<file path="src/rtl/vmicro16_ifetch.sv">
// Instruction fetch front end: owns the PC, reads a synchronous BRAM, buffers instr+pc for decode.
// Latency: request in cycle t -> out_valid in t+2; branch in t -> target out_valid in t+3.
// Backpressure: out_ready low fills the buffer; issue stops once buffered + in-flight reaches FIFO_DEPTH.
module vmicro16_ifetch #(
  parameter int                  PC_WIDTH    = 16,
  parameter int                  INSTR_WIDTH = 16,
  parameter logic [PC_WIDTH-1:0] RESET_PC    = '0,
  parameter int                  FIFO_DEPTH  = 2
) (
  input  logic                   clk,
  input  logic                   reset,
  output logic                   imem_en,
  output logic [PC_WIDTH-1:0]    imem_addr,
  input  logic [INSTR_WIDTH-1:0] imem_data,
  input  logic                   br_en,
  input  logic [PC_WIDTH-1:0]    br_target,
  input  logic                   halt,
  output logic                   out_valid,
  input  logic                   out_ready,
  output logic [INSTR_WIDTH-1:0] out_instr,
  output logic [PC_WIDTH-1:0]    out_pc,
  output logic                   halted
);

  localparam int              AW      = $clog2(FIFO_DEPTH);
  localparam int              CW      = $clog2(FIFO_DEPTH + 1);
  localparam logic [CW:0]     DEPTH_L = (CW+1)'(FIFO_DEPTH);

  logic [PC_WIDTH-1:0]    fetch_pc;
  logic [PC_WIDTH-1:0]    inflight_pc;
  logic                   inflight;
  logic                   inflight_kill;
  logic [CW-1:0]          count;
  logic [AW-1:0]          rd_ptr;
  logic [AW-1:0]          wr_ptr;
  logic [INSTR_WIDTH-1:0] fifo_instr [FIFO_DEPTH];
  logic [PC_WIDTH-1:0]    fifo_pc    [FIFO_DEPTH];

  logic                   deq;
  logic                   enq;
  logic                   redirect;
  logic                   flush;
  logic [CW:0]            occupancy;

  // Head of the buffer; reads zero while empty so decode never sees stale data.
  always_comb begin
    out_valid = (count != '0);
    out_instr = out_valid ? fifo_instr[rd_ptr] : '0;
    out_pc    = out_valid ? fifo_pc[rd_ptr]    : '0;
  end

  // Issue and response control: a request is only made when its response is guaranteed a slot.
  always_comb begin
    deq       = out_valid & out_ready;
    // Branches are ignored once halted; halt wins over a same-cycle branch.
    redirect  = br_en & ~halt & ~halted;
    flush     = halt | redirect;
    occupancy = {1'b0, count} + {{CW{1'b0}}, inflight} - {{CW{1'b0}}, deq};
    imem_en   = ~reset & ~halted & ~halt & ~br_en & (occupancy < DEPTH_L);
    imem_addr = fetch_pc;
    // A response returning during a flush belongs to the discarded stream.
    enq       = inflight & ~inflight_kill & ~halt & ~br_en;
  end

  // Control state: PC, in-flight tracking, occupancy, pointers and halt latch.
  always_ff @(posedge clk) begin
    if (reset) begin
      fetch_pc      <= RESET_PC;
      inflight_pc   <= RESET_PC;
      inflight      <= 1'b0;
      inflight_kill <= 1'b0;
      count         <= '0;
      rd_ptr        <= '0;
      wr_ptr        <= '0;
      halted        <= 1'b0;
    end else begin
      inflight      <= imem_en;
      // Any request overlapping a flush must not land in the fresh stream.
      inflight_kill <= flush & imem_en;
      if (imem_en) begin
        fetch_pc    <= fetch_pc + PC_WIDTH'(1);
        inflight_pc <= fetch_pc;
      end
      if (redirect) begin
        fetch_pc <= br_target;
      end
      if (halt) begin
        halted <= 1'b1;
      end
      if (flush) begin
        count  <= '0;
        rd_ptr <= '0;
        wr_ptr <= '0;
      end else begin
        if (enq) wr_ptr <= wr_ptr + AW'(1);
        if (deq) rd_ptr <= rd_ptr + AW'(1);
        count <= count + CW'(enq) - CW'(deq);
      end
    end
  end

  // Buffer storage: contents are only observable through count, so no reset is needed.
  always_ff @(posedge clk) begin
    if (enq) begin
      fifo_instr[wr_ptr] <= imem_data;
      fifo_pc[wr_ptr]    <= inflight_pc;
    end
  end

endmodule

</file>
<file path="config.mk">
export PLATFORM = sky130hd
export DESIGN_NAME = vmicro16_ifetch
export DESIGN_NICKNAME = d
export VERILOG_FILES = /design/src/rtl/vmicro16_ifetch.sv
export SDC_FILE = /design/constraint.sdc
export NUM_CORES = 1
export LEC_CHECK = 0
export BUFFER_PORTS_ARGS = -buffer_cell sky130_fd_sc_hd__buf_2
export CAP_MARGIN = 20
export CORE_ASPECT_RATIO = 1.2
export CORE_MARGIN = 2
export CORE_UTILIZATION = 33
export DETAILED_ROUTE_END_ITERATION = 16
export GPL_TIMING_DRIVEN = 0
export PLACE_DENSITY_LB_ADDON = 0.12
export SLEW_MARGIN = 20
export SYNTH_ARGS = -nofsm -noshare
export SYNTH_HDL_FRONTEND = slang
export SYNTH_SLANG_ARGS = --single-unit
</file>
<file path="constraint.sdc">
create_clock -name clk -period 5.9 [get_ports clk]
set_input_delay 1.18 -clock clk [delete_from_list [all_inputs] [get_ports clk]]
set_output_delay 1.18 -clock clk [all_outputs]
set_load 0.05 [all_outputs]
</file>
==> flow_summary.toml, run 1 <==
[placed_design]
routability_driven_placement_congestion_ratio = 0.757
place_worst_setup_slack_ns = 1.03
placement.cell_area_mm2 = 0.00489
dp_hpwl_um = 6080
port-buffer-count = 86

[route]
total_via_count_after_detailed_routing = 2821
first_iter_violations = 101
met2RoutedLength_um = 4010
first_drt_pass_iteration_count = 4
topRoutingLayerUsed = "met4"
remaining_drc_errors = 0
met1Wirelength_um = 3970
avgRoutedWirePerCell_um = 13.9
detail_route.wirelength_um = 8600
postRouteAntennaNets = 0
routed-wl-met3_um = 481
via_per_inst = 4.56

[synthesis]
most_instantiated_cells_after_synthesis = "64 x edfxtp_1, 54 x nor2_1, 41 x nand2_1"
post_synth.cell_area_avg_um2 = 12.0
synth_flop_cell = "edfxtp_1"
most_frequent_cell_after_synthesis = "edfxtp_1"
synth_largest_type_area_fraction_pct = 45.6
ys_top_cells_by_area = "edfxtp_1 46%, dfxtp_1 19%, mux2i_1 7.6%"
synth-seq-area-share_pct = 64.7
cell_taking_the_most_area_after_synthesis = "edfxtp_1"
postSynthCellCount = 350
synth_enable_flop_cells = 64
ys_seq_elements = 104
netlist_area_mm2 = 0.00421
synth-async-reset-ratio_pct = 0
synthesis.nets = 392
synth_cell_types = 37
yosysWarnings = 0

[clocking]
cts.htree.levels = 3
tritoncts = "done"
cts_hold_repair.buffers = 0
clock_insertion_delay_worst_skew_ns = 0.34
post_cts.repair.setup_buffers = 0
post_cts_resized = 0
ctsRootBufferMaster = "clkbuf_16"
cts-root-to-sink-buffers = 2
tritoncts.num_buffers = 9
cts.sinks = 104
worst_setup_hold_path_clk_slew_ns = 0.07

[power]
powerDensity_mw_per_mm2 = 273
worst_ir_drop_vdd_mv = 0.155
power.leakage_nw = 1.92

[critical_path]
critPathSlowestCell = "nor2_1"
critPathCapture = "imem_en"
reg2reg_depth = 14
cp-end-kind = "output port"
startpoint_kind_of_the_worst_setup_timing_path = "flop"
arrival_ns = 3.65
slowest_delay_ns = 0.42
critPathMostFrequentCell = "buf_2"
ff2ff_setup_slack_ns = 2.61
critical_path.reg2reg.endpoint = "inflight_pc[0]$_SDFFE_PP0P_"
crit_path_start = "count[1]$_SDFF_PP0_"
cp_data_required_time_ns = 4.72
worst-path-max-fanout = 10
worst-setup-path-type = "flop to output port"
worstReg2RegStart = "count[1]$_SDFF_PP0_"
critical_path_cell_by_cell = "nor2_1 -> inv_1 -> and2_1 -> ha_1 -> nand2b_1 -> fa_1 -> xnor2_1 -> nand4_1 -> buf_4 -> inv_2 -> buf_2 -> buf_2 -> buf_2"

[floorplanning]
initial_utilization_pct = 33.5
num_io_pins = 88
height_of_the_die_um = 128
placeableCoreArea_mm2 = 0.0126
row_count = 45
floorplan.die_area_mm2 = 0.0137
dieWidth_um = 107

[finish]
final_layout_size_suffix_gt1_share_pct = 26.4
design.final.nets = 491
antennaDiodeCount = 0
area_delta_synth_final_pct = 22.6
design_area_mm2 = 0.00516

[global_route]
grt_max_degree = 25
grt_first_pass_wirelength_um = 13700
gr-usage-all-layers_pct = 13.0
first_global_vias = 2714
grt_antenna_before_repair = 0
globalRoute.totalOverflow = 0

[timing]
layout_worst_path_cycle_share_pct = 81.9
setup_viol_count_final = 0
fin_worst_skew_ns = 0.00615
grt_setup_unrepaired = "no"
post-route-worst-setup-slack_ns = 1.07
maxSlewHeadroom_pct = 62.7
layout_min_cycle_time_ns = 4.83
final_hold_vio_count = 0
timing.fmax_mhz = 207
tightestPinTransition_ns = 0.552
count_of_pins_over_their_slew_limit = 0
totalNegativeSetupSlack_ns = 0

[flow_run]
max_cap_violations = 0

[hold_path]
timing.hold.worst.class = "flop to flop"

[run_status]
status = "finished clean"
[layout by cell type, fill, tap and decap left out, types with 5 or more instances in the layout]
cell and instances:
a211oi_1 13, a21oi_1 17, buf_2 94, clkbuf_1 12
clkbuf_16 9, dfxtp_1 40, edfxtp_1 64, inv_1 7
mux2i_1 32, nand2_1 41, nand3_1 7, nor2_1 53
nor3_1 5, xnor2_1 14
[layout make-up]
cell class,count,area [µm²]
repair buffers,88,470
plain buffers,19,85.1
well taps,164,205
flip-flops and latches,104,2720
inverters,8,30.0
clock buffers,11,233
clock inverters,5,32.5
fillers,1224,7400
multi-input cells,219,1380
[sequential cells by signal (all words and copies together) (netlist names), named ones only]
name and flops:
fifo_instr 32, fifo_pc 32, imem_addr 16, inflight_pc 16, count 2, halted 1
inflight 1, inflight_kill 1, rd_ptr 1, wr_ptr 1
[routing by layer]
| layer | GRT usage [%] | vias to the layer above |
|---|---|---|
| met3 | 2.34 | 9 |
| met5 | 0 | - |
| met2 | 21.0 | 86 |
| met1 | 16.8 | 1286 |
| li1 | - | 1440 |
| met4 | 6.19 | 0 |
[where the power goes]
group          internal (W)  switching, W  leakage (nW)  total [W]
registers          0.000777     0.0000130         0.960   0.000790
logic             0.0000265     0.0000582         0.826  0.0000847
clock network      0.000286      0.000247         0.131   0.000533
total               0.00109      0.000318          1.92    0.00141
[cell families after synthesis]
logic type | count (synthesis) | synth area share, %
buffers and inverters | 27 | 2.73
muxes | 32 | 7.61
AOI/OAI and AO/OA | 35 | 5.14
other | 1 | 0.0891
xor gates and xnor gates | 16 | 3.33
adders and majority gates | 5 | 1.66
and+or+nand+nor | 130 | 14.8
DFF | 104 | 64.7
[critical path, delay by kind of cell (launching register included)]
| family | cells | cell delay (ns) |
|---|---|---|
| buffers and inverters | 6 | 1.21 |
| AND/OR/NAND/NOR | 4 | 0.95 |
| adder cells (fa/ha/maj) | 2 | 0.64 |
| flip-flops | 1 | 0.37 |
| XOR/XNOR | 1 | 0.15 |
[worst min path at each step]
| stage | end | from | cells after the start |
|---|---|---|---|
| detailed placement | fifo_pc[1][8]$_DFFE_PP_ | inflight_pc[8]$_SDFFE_PP0P_ | 0 |
| finish | fifo_pc[1][2]$_DFFE_PP_ | inflight_pc[2]$_SDFFE_PP0P_ | 0 |
| global route | fifo_pc[0][7]$_DFFE_PP_ | inflight_pc[7]$_SDFFE_PP0P_ | 0 |
| floorplan | fifo_pc[0][0]$_DFFE_PP_ | inflight_pc[0]$_SDFFE_PP0P_ | 0 |
| CTS | fifo_pc[0][8]$_DFFE_PP_ | inflight_pc[8]$_SDFFE_PP0P_ | 0 |
| global placement | fifo_pc[0][2]$_DFFE_PP_ | inflight_pc[2]$_SDFFE_PP0P_ | 0 |
[per-stage QoR]
stage,hold slack (ns),power [W],instances,utilization [%]
5_1_grt,0.475,0.00146,618,41.1
2_1_floorplan,0.425,0.000859,350,-
6_report,0.459,0.00141,618,41.1
3_5_place_dp,0.447,0.000891,602,39.0
3_3_place_gp,0.437,0.000891,600,38.6
4_1_cts,0.463,0.00143,618,41.1
Power figures use the tool's default switching activity.
==> run 2, diff against run 1 <==
--- a/config.mk
+++ b/config.mk
@@ -5,6 +5,7 @@
 export SDC_FILE = /design/constraint.sdc
 export NUM_CORES = 1
 export LEC_CHECK = 0
+export ABC_AREA = 1
 export BUFFER_PORTS_ARGS = -buffer_cell sky130_fd_sc_hd__buf_2
 export CAP_MARGIN = 20
 export CORE_ASPECT_RATIO = 1.2
==> constraint.sdc (replaced) <==
create_clock -name clk -period 5 [get_ports clk]
set_input_delay 1 -clock clk [delete_from_list [all_inputs] [get_ports clk]]
set_output_delay 1 -clock clk [all_outputs]
set_load 0.05 [all_outputs]
==> flow_summary.toml, run 2 <==
[run_status]
status = "finished clean"

[power]
power.total_w = 0.00175
power.leakage_nw = 2.28
worst_ir_drop_vdd_mv = 0.192
powerDensity_mw_per_mm2 = 321

[route]
total_via_count_after_detailed_routing = 3502
postRouteAntennaNets = 0
avgRoutedWirePerCell_um = 13.7
first_drt_pass_iteration_count = 4
first_iter_violations = 178
remaining_drc_errors = 0
via_per_inst = 4.64
detail_route.wirelength_um = 10400

[synthesis]
synth_flop_cell = "edfxtp_1"
synthesis.nets = 524
most_frequent_cell_after_synthesis = "nand2_1"
most_instantiated_cells_after_synthesis = "137 x nand2_1, 64 x edfxtp_1, 53 x a21oi_1"
synth_largest_type_area_fraction_pct = 43.1
synth-seq-area-share_pct = 61.0
cell_taking_the_most_area_after_synthesis = "edfxtp_1"
netlist_area_mm2 = 0.00446
ys_top_cells_by_area = "edfxtp_1 43%, dfxtp_1 18%, nand2_1 12%"
postSynthCellCount = 482
yosysWarnings = 0
synth_enable_flop_cells = 64
ys_seq_elements = 104
synth_cell_types = 32
post_synth.cell_area_avg_um2 = 9.25
synth-async-reset-ratio_pct = 0

[finish]
finalCoreUtilization_pct = 41.3
sequential_cell_area_mm2 = 0.00272
layout.filler_cells = 1339
area_delta_synth_final_pct = 22.7
antennaDiodeCount = 0
final_layout_size_suffix_gt1_share_pct = 22.0
layout_common_cells = "137 x nand2_1, 91 x buf_2, 64 x edfxtp_1"
layout_commonest_cell = "nand2_1"
multi_input_comb_area_mm2 = 0.00149
reg.largest.list = "fifo_instr: 32 flops, fifo_pc: 32 flops"
design.final.nets = 624

[floorplanning]
height_of_the_die_um = 131
initial_utilization_pct = 33.7
placeableCoreArea_mm2 = 0.0132
dieWidth_um = 110
row_count = 46
num_io_pins = 88
floorplan.die_area_mm2 = 0.0145

[global_route]
grt_max_degree = 24
first_global_vias = 3293
grt_first_pass_wirelength_um = 16400
globalRoute.totalOverflow = 0
gr-usage-all-layers_pct = 14.6
grt_antenna_before_repair = 0

[timing]
holdWs_ns = 0.451
fin_worst_skew_ns = 0.00823
tightestPinTransition_ns = 0.588
final_hold_vio_count = 0
totalNegativeSetupSlack_ns = 0
maxSlewHeadroom_pct = 60.7
count_of_pins_over_their_slew_limit = 0
layout_worst_path_cycle_share_pct = 83.8
timing.fmax_mhz = 239
setup_viol_count_final = 0
grt_setup_unrepaired = "no"
layout_min_cycle_time_ns = 4.19

[critical_path]
critPathMostFrequentCell = "nor2_1"
startpoint_kind_of_the_worst_setup_timing_path = "flop"
critical_path_cell_by_cell = "nor2_1 -> nor2_1 -> ha_1 -> inv_1 -> nand2_1 -> fa_1 -> inv_1 -> nor2_1 -> nor2_2 -> nand2_4 -> inv_2 -> buf_2 -> buf_2"
worst-setup-path-type = "flop to output port"
critPathSlowestCell = "nor2_1"
cp_delay_by_family_top = "simple AND/OR/NAND/NOR gates"
worst-path-max-fanout = 10
slowest_delay_ns = 0.49
timing.critical_path.buf_inv = 5
ff2ff_setup_slack_ns = 2.16
arrival_ns = 3.19
cp-end-kind = "output port"
cp_data_required_time_ns = 4.00

[clocking]
ctsRootBufferMaster = "clkbuf_16"
cts_hold_repair.buffers = 0
cts-root-to-sink-buffers = 2
cts.sinks = 104
post_cts_resized = 0
tritoncts.num_buffers = 9
worst_setup_hold_path_clk_slew_ns = 0.07
clock_insertion_delay_worst_skew_ns = 0.34
post_cts.repair.setup_buffers = 0
tritoncts = "done"
cts.htree.levels = 3

[flow_run]
max_cap_violations = 0

[placed_design]
dp_hpwl_um = 7540
routability_driven_placement_congestion_ratio = 0.852
port-buffer-count = 87

[hold_path]
timing.hold.worst.class = "flop to flop"
==> run 2: worst register-to-register path: stages (launching register included) <==
cell and delay [ns]:
dfxtp_1 0.37, nor2_1 0.50, nor2_1 0.18, ha_1 0.31, inv_1 0.05, nand2_1 0.05, fa_1 0.35, inv_1 0.07
nor2_1 0.05, nor2_2 0.15, nand2_4 0.11, nand2_8 0.10, inv_4 0.05, buf_6 0.15, nand2_1 0.06, nand2_1 0.06
nand2_1 0.06, nand2_1 0.05
==> run 2: report_power, final <==
part / total (W) / internal, W / switching (W)
Combinational: 0.000121 / 0.0000392 / 0.0000818
Clock: 0.000696 / 0.000390 / 0.000306
Sequential: 0.000937 / 0.000922 / 0.0000149
==> run 2: area by class of cell <==
type | instances | area share [%]
Buffer | 21 | 2.08
Clock buffer | 10 | 4.18
Clock inverter | 6 | 1.23
Inverter | 39 | 2.72
Multi-Input combinational cell | 318 | 27.2
Sequential cell | 104 | 49.7
Tap cell | 168 | 3.84
Timing Repair Buffer | 89 | 8.96
==> run 2: cells by family (layout without fill, tap and decap cells) <==
family | after synthesis | count (layout) | share of synthesized area [%]
xor gates and xnor gates | 1 | 1 | 0.196
and+or+nand+nor | 229 | 229 | 21.6
other | 1 | 1 | 0.0841
adders and majority gates | 5 | 5 | 1.57
buffers and inverters | 60 | 165 | 5.89
AOI/OAI and AO/OA | 82 | 82 | 9.62
DFF | 104 | 104 | 61.0
==> run 2: per-layer routing <==
metal / part of all wire (%) / track usage, %
met1: 44 / 19.0
met2: 49 / 23.8
met3: 5.1 / 3.03
met4: 2.2 / 5.35
met5: 0 / 0
==> run 2: stage by stage <==
step / cell area, µm² / setup WS [ns] / instances
after floorplan: 4460 / 1.33 / 482
after global placement: 5110 / 0.893 / 737
after detailed placement: 5180 / 0.856 / 739
after CTS: 5470 / 0.730 / 755
after global routing: 5470 / 0.516 / 755
final: 5470 / 0.808 / 755
==> run 2: worst paths after layout <==
check	from	end	cells past startpoint
hold / removal	inflight_pc[7]$_SDFFE_PP0P_	fifo_pc[0][7]$_DFFE_PP_	0
setup reg to reg	count[1]$_SDFF_PP0_	imem_addr[1]$_SDFFE_PP0P_	17
hold reg to reg	inflight_pc[7]$_SDFFE_PP0P_	fifo_pc[0][7]$_DFFE_PP_	0
setup / recovery	count[1]$_SDFF_PP0_	imem_en	13
==> run 3, diff against run 2 <==
==> constraint.sdc (replaced) <==
create_clock -name clk -period 4 [get_ports clk]
set_input_delay 0.8 -clock clk [delete_from_list [all_inputs] [get_ports clk]]
set_output_delay 0.8 -clock clk [all_outputs]
set_load 0.05 [all_outputs]
==> flow_summary.toml, run 3 (synthesized netlist as in run 2, its figures left out) <==
[run_status]
status = "finished clean"

[finish]
antennaDiodeCount = 0
design_area_mm2 = 0.00548
design.final.nets = 624
multi_input_comb_area_mm2 = 0.00150
area_delta_synth_final_pct = 22.9
layout_commonest_cell = "nand2_1"
layout.filler_cells = 1338
sequential_cell_area_mm2 = 0.00272
layout_common_cells = "137 x nand2_1, 91 x buf_2, 64 x edfxtp_1"
reg.largest.list = "fifo_instr: 32 flops, fifo_pc: 32 flops"
final_cell_count_no_fill = 755
final_layout_size_suffix_gt1_share_pct = 22.3

[clocking]
worst_setup_hold_path_clk_slew_ns = 0.07
tritoncts = "done"
clock_insertion_delay_worst_skew_ns = 0.34
cts-root-to-sink-buffers = 2
tritoncts.num_buffers = 9
cts.sinks = 104
post_cts.repair.setup_buffers = 0
cts.htree.levels = 3
ctsRootBufferMaster = "clkbuf_16"

[timing]
timing.fmax_mhz = 271
count_of_pins_over_their_slew_limit = 0
setup_viol_count_final = 0
layout_worst_path_cycle_share_pct = 92.3
final_hold_vio_count = 0
fin_worst_skew_ns = 0.00823
maxSlewHeadroom_pct = 65.7
totalNegativeSetupSlack_ns = 0
grt_setup_unrepaired = "no"
layout_min_cycle_time_ns = 3.69
tightestPinTransition_ns = 0.515

[critical_path]
critPathSlowestCell = "fa_1"
critical_path_cell_by_cell = "buf_2 -> inv_1 -> nor2_1 -> ha_1 -> inv_1 -> nand2_1 -> fa_1 -> inv_1 -> nor2_1 -> nor2_2 -> nand2_4 -> inv_2 -> buf_2 -> buf_2"
cp_data_required_time_ns = 3.20
slowest_delay_ns = 0.35
arrival_ns = 2.89
worst-setup-path-type = "input port to output port"
startpoint_kind_of_the_worst_setup_timing_path = "input port"
cp-end-kind = "output port"
worst-path-max-fanout = 10

[placed_design]
port-buffer-count = 87
placement.cell_area_mm2 = 0.00518
routability_driven_placement_congestion_ratio = 0.852
dp_hpwl_um = 7540
placed_cells = 739

[power]
power.share.clock_pct = 39.7
gate_power_share_pct = 6.9
power.leakage_nw = 2.28
power.sequential.fraction_pct = 53.4
p_int_w = 0.00169
sw_frac_of_total_pct = 23.0
worst_ir_drop_vdd_mv = 0.240
powerDensity_mw_per_mm2 = 400
p_sw_w = 0.000503

[route]
first_iter_violations = 178
via_per_inst = 4.64
first_drt_pass_iteration_count = 4
total_via_count_after_detailed_routing = 3506
avgRoutedWirePerCell_um = 13.7
remaining_drc_errors = 0
detail_route.wirelength_um = 10400
postRouteAntennaNets = 0

[global_route]
grt_antenna_before_repair = 0
grt_first_pass_wirelength_um = 16400
first_global_vias = 3293
globalRoute.totalOverflow = 0
grt_max_degree = 24
gr-usage-all-layers_pct = 14.6

[floorplanning]
dieWidth_um = 110
initial_utilization_pct = 33.7
floorplan.die_area_mm2 = 0.0145
row_count = 46
num_io_pins = 88
height_of_the_die_um = 131
placeableCoreArea_mm2 = 0.0132

[flow_run]
max_cap_violations = 0

[hold_path]
timing.hold.worst.class = "flop to flop"
-- run 3: critical path: cells and delay by family --
family | cells | cell delay (ns)
simple gates | 5 | 0.57
fa+ha+maj | 2 | 0.63
buf+inv | 7 | 0.89
-- run 3: power groups by stage --
stage | Clock, W | Sequential [W] | Combinational (W)
CTS | 0.000897 | 0.00117 | 0.000153
global route | 0.000938 | 0.00117 | 0.000167
global placement | 0 | 0.00120 | 0.000150
finish | 0.000870 | 0.00117 | 0.000151
detailed placement | 0 | 0.00120 | 0.000153
floorplan | 0 | 0.00122 | 0.0000704
-- run 3: through the flow --
| stage | total power (W) | hold slack [ns] | setup slack (ns) | util (%) |
|---|---|---|---|---|
| after floorplan | 0.00129 | 0.420 | 0.731 | - |
| after global placement | 0.00135 | 0.436 | 0.116 | 38.6 |
| after detailed placement | 0.00135 | 0.440 | 0.256 | 39.1 |
| after CTS | 0.00222 | 0.457 | 0.127 | 41.4 |
| after global routing | 0.00228 | 0.466 | 0.0762 | 41.4 |
| final | 0.00219 | 0.451 | 0.310 | 41.4 |
-- run 3: per-layer routing --
layer  vias up  share of wire, %  GRT usage, %
li1       1786                 -             -
met5         -                 0             0
met2       100                49          23.8
met3        18               5.1          3.03
met4         0               2.2          5.35
met1      1602                44          19.0
-- run 3: final timing paths --
kind / from / to / slack (ns) / cells after the start
worst min register to register: inflight_pc[7]$_SDFFE_PP0P_ / fifo_pc[0][7]$_DFFE_PP_ / 0.45 / 0
worst max-delay path: out_ready / imem_en / 0.31 / 14
worst max register to register: count[1]$_SDFF_PP0_ / imem_addr[1]$_SDFFE_PP0P_ / 1.53 / 17
worst min-delay path: inflight_pc[7]$_SDFFE_PP0P_ / fifo_pc[0][7]$_DFFE_PP_ / 0.45 / 0
-- run 3: what timing repair did --
item                                    4_1_cts  5_1_grt
gates cloned                                  0        0
hold buffers                                  0        0
resized for setup                             1        2
endpoints found under the setup margin        1        1
hold endpoints to repair                      0        0
-- run 3: area by class of cell --
class	instances	share of cell area (%)
Inverter	39	2.72
Timing Repair Buffer	89	8.95
Tap cell	168	3.83
Multi-Input combinational cell	318	27.3
Clock buffer	10	4.18
Sequential cell	104	49.7
Buffer	21	2.08
Clock inverter	6	1.23
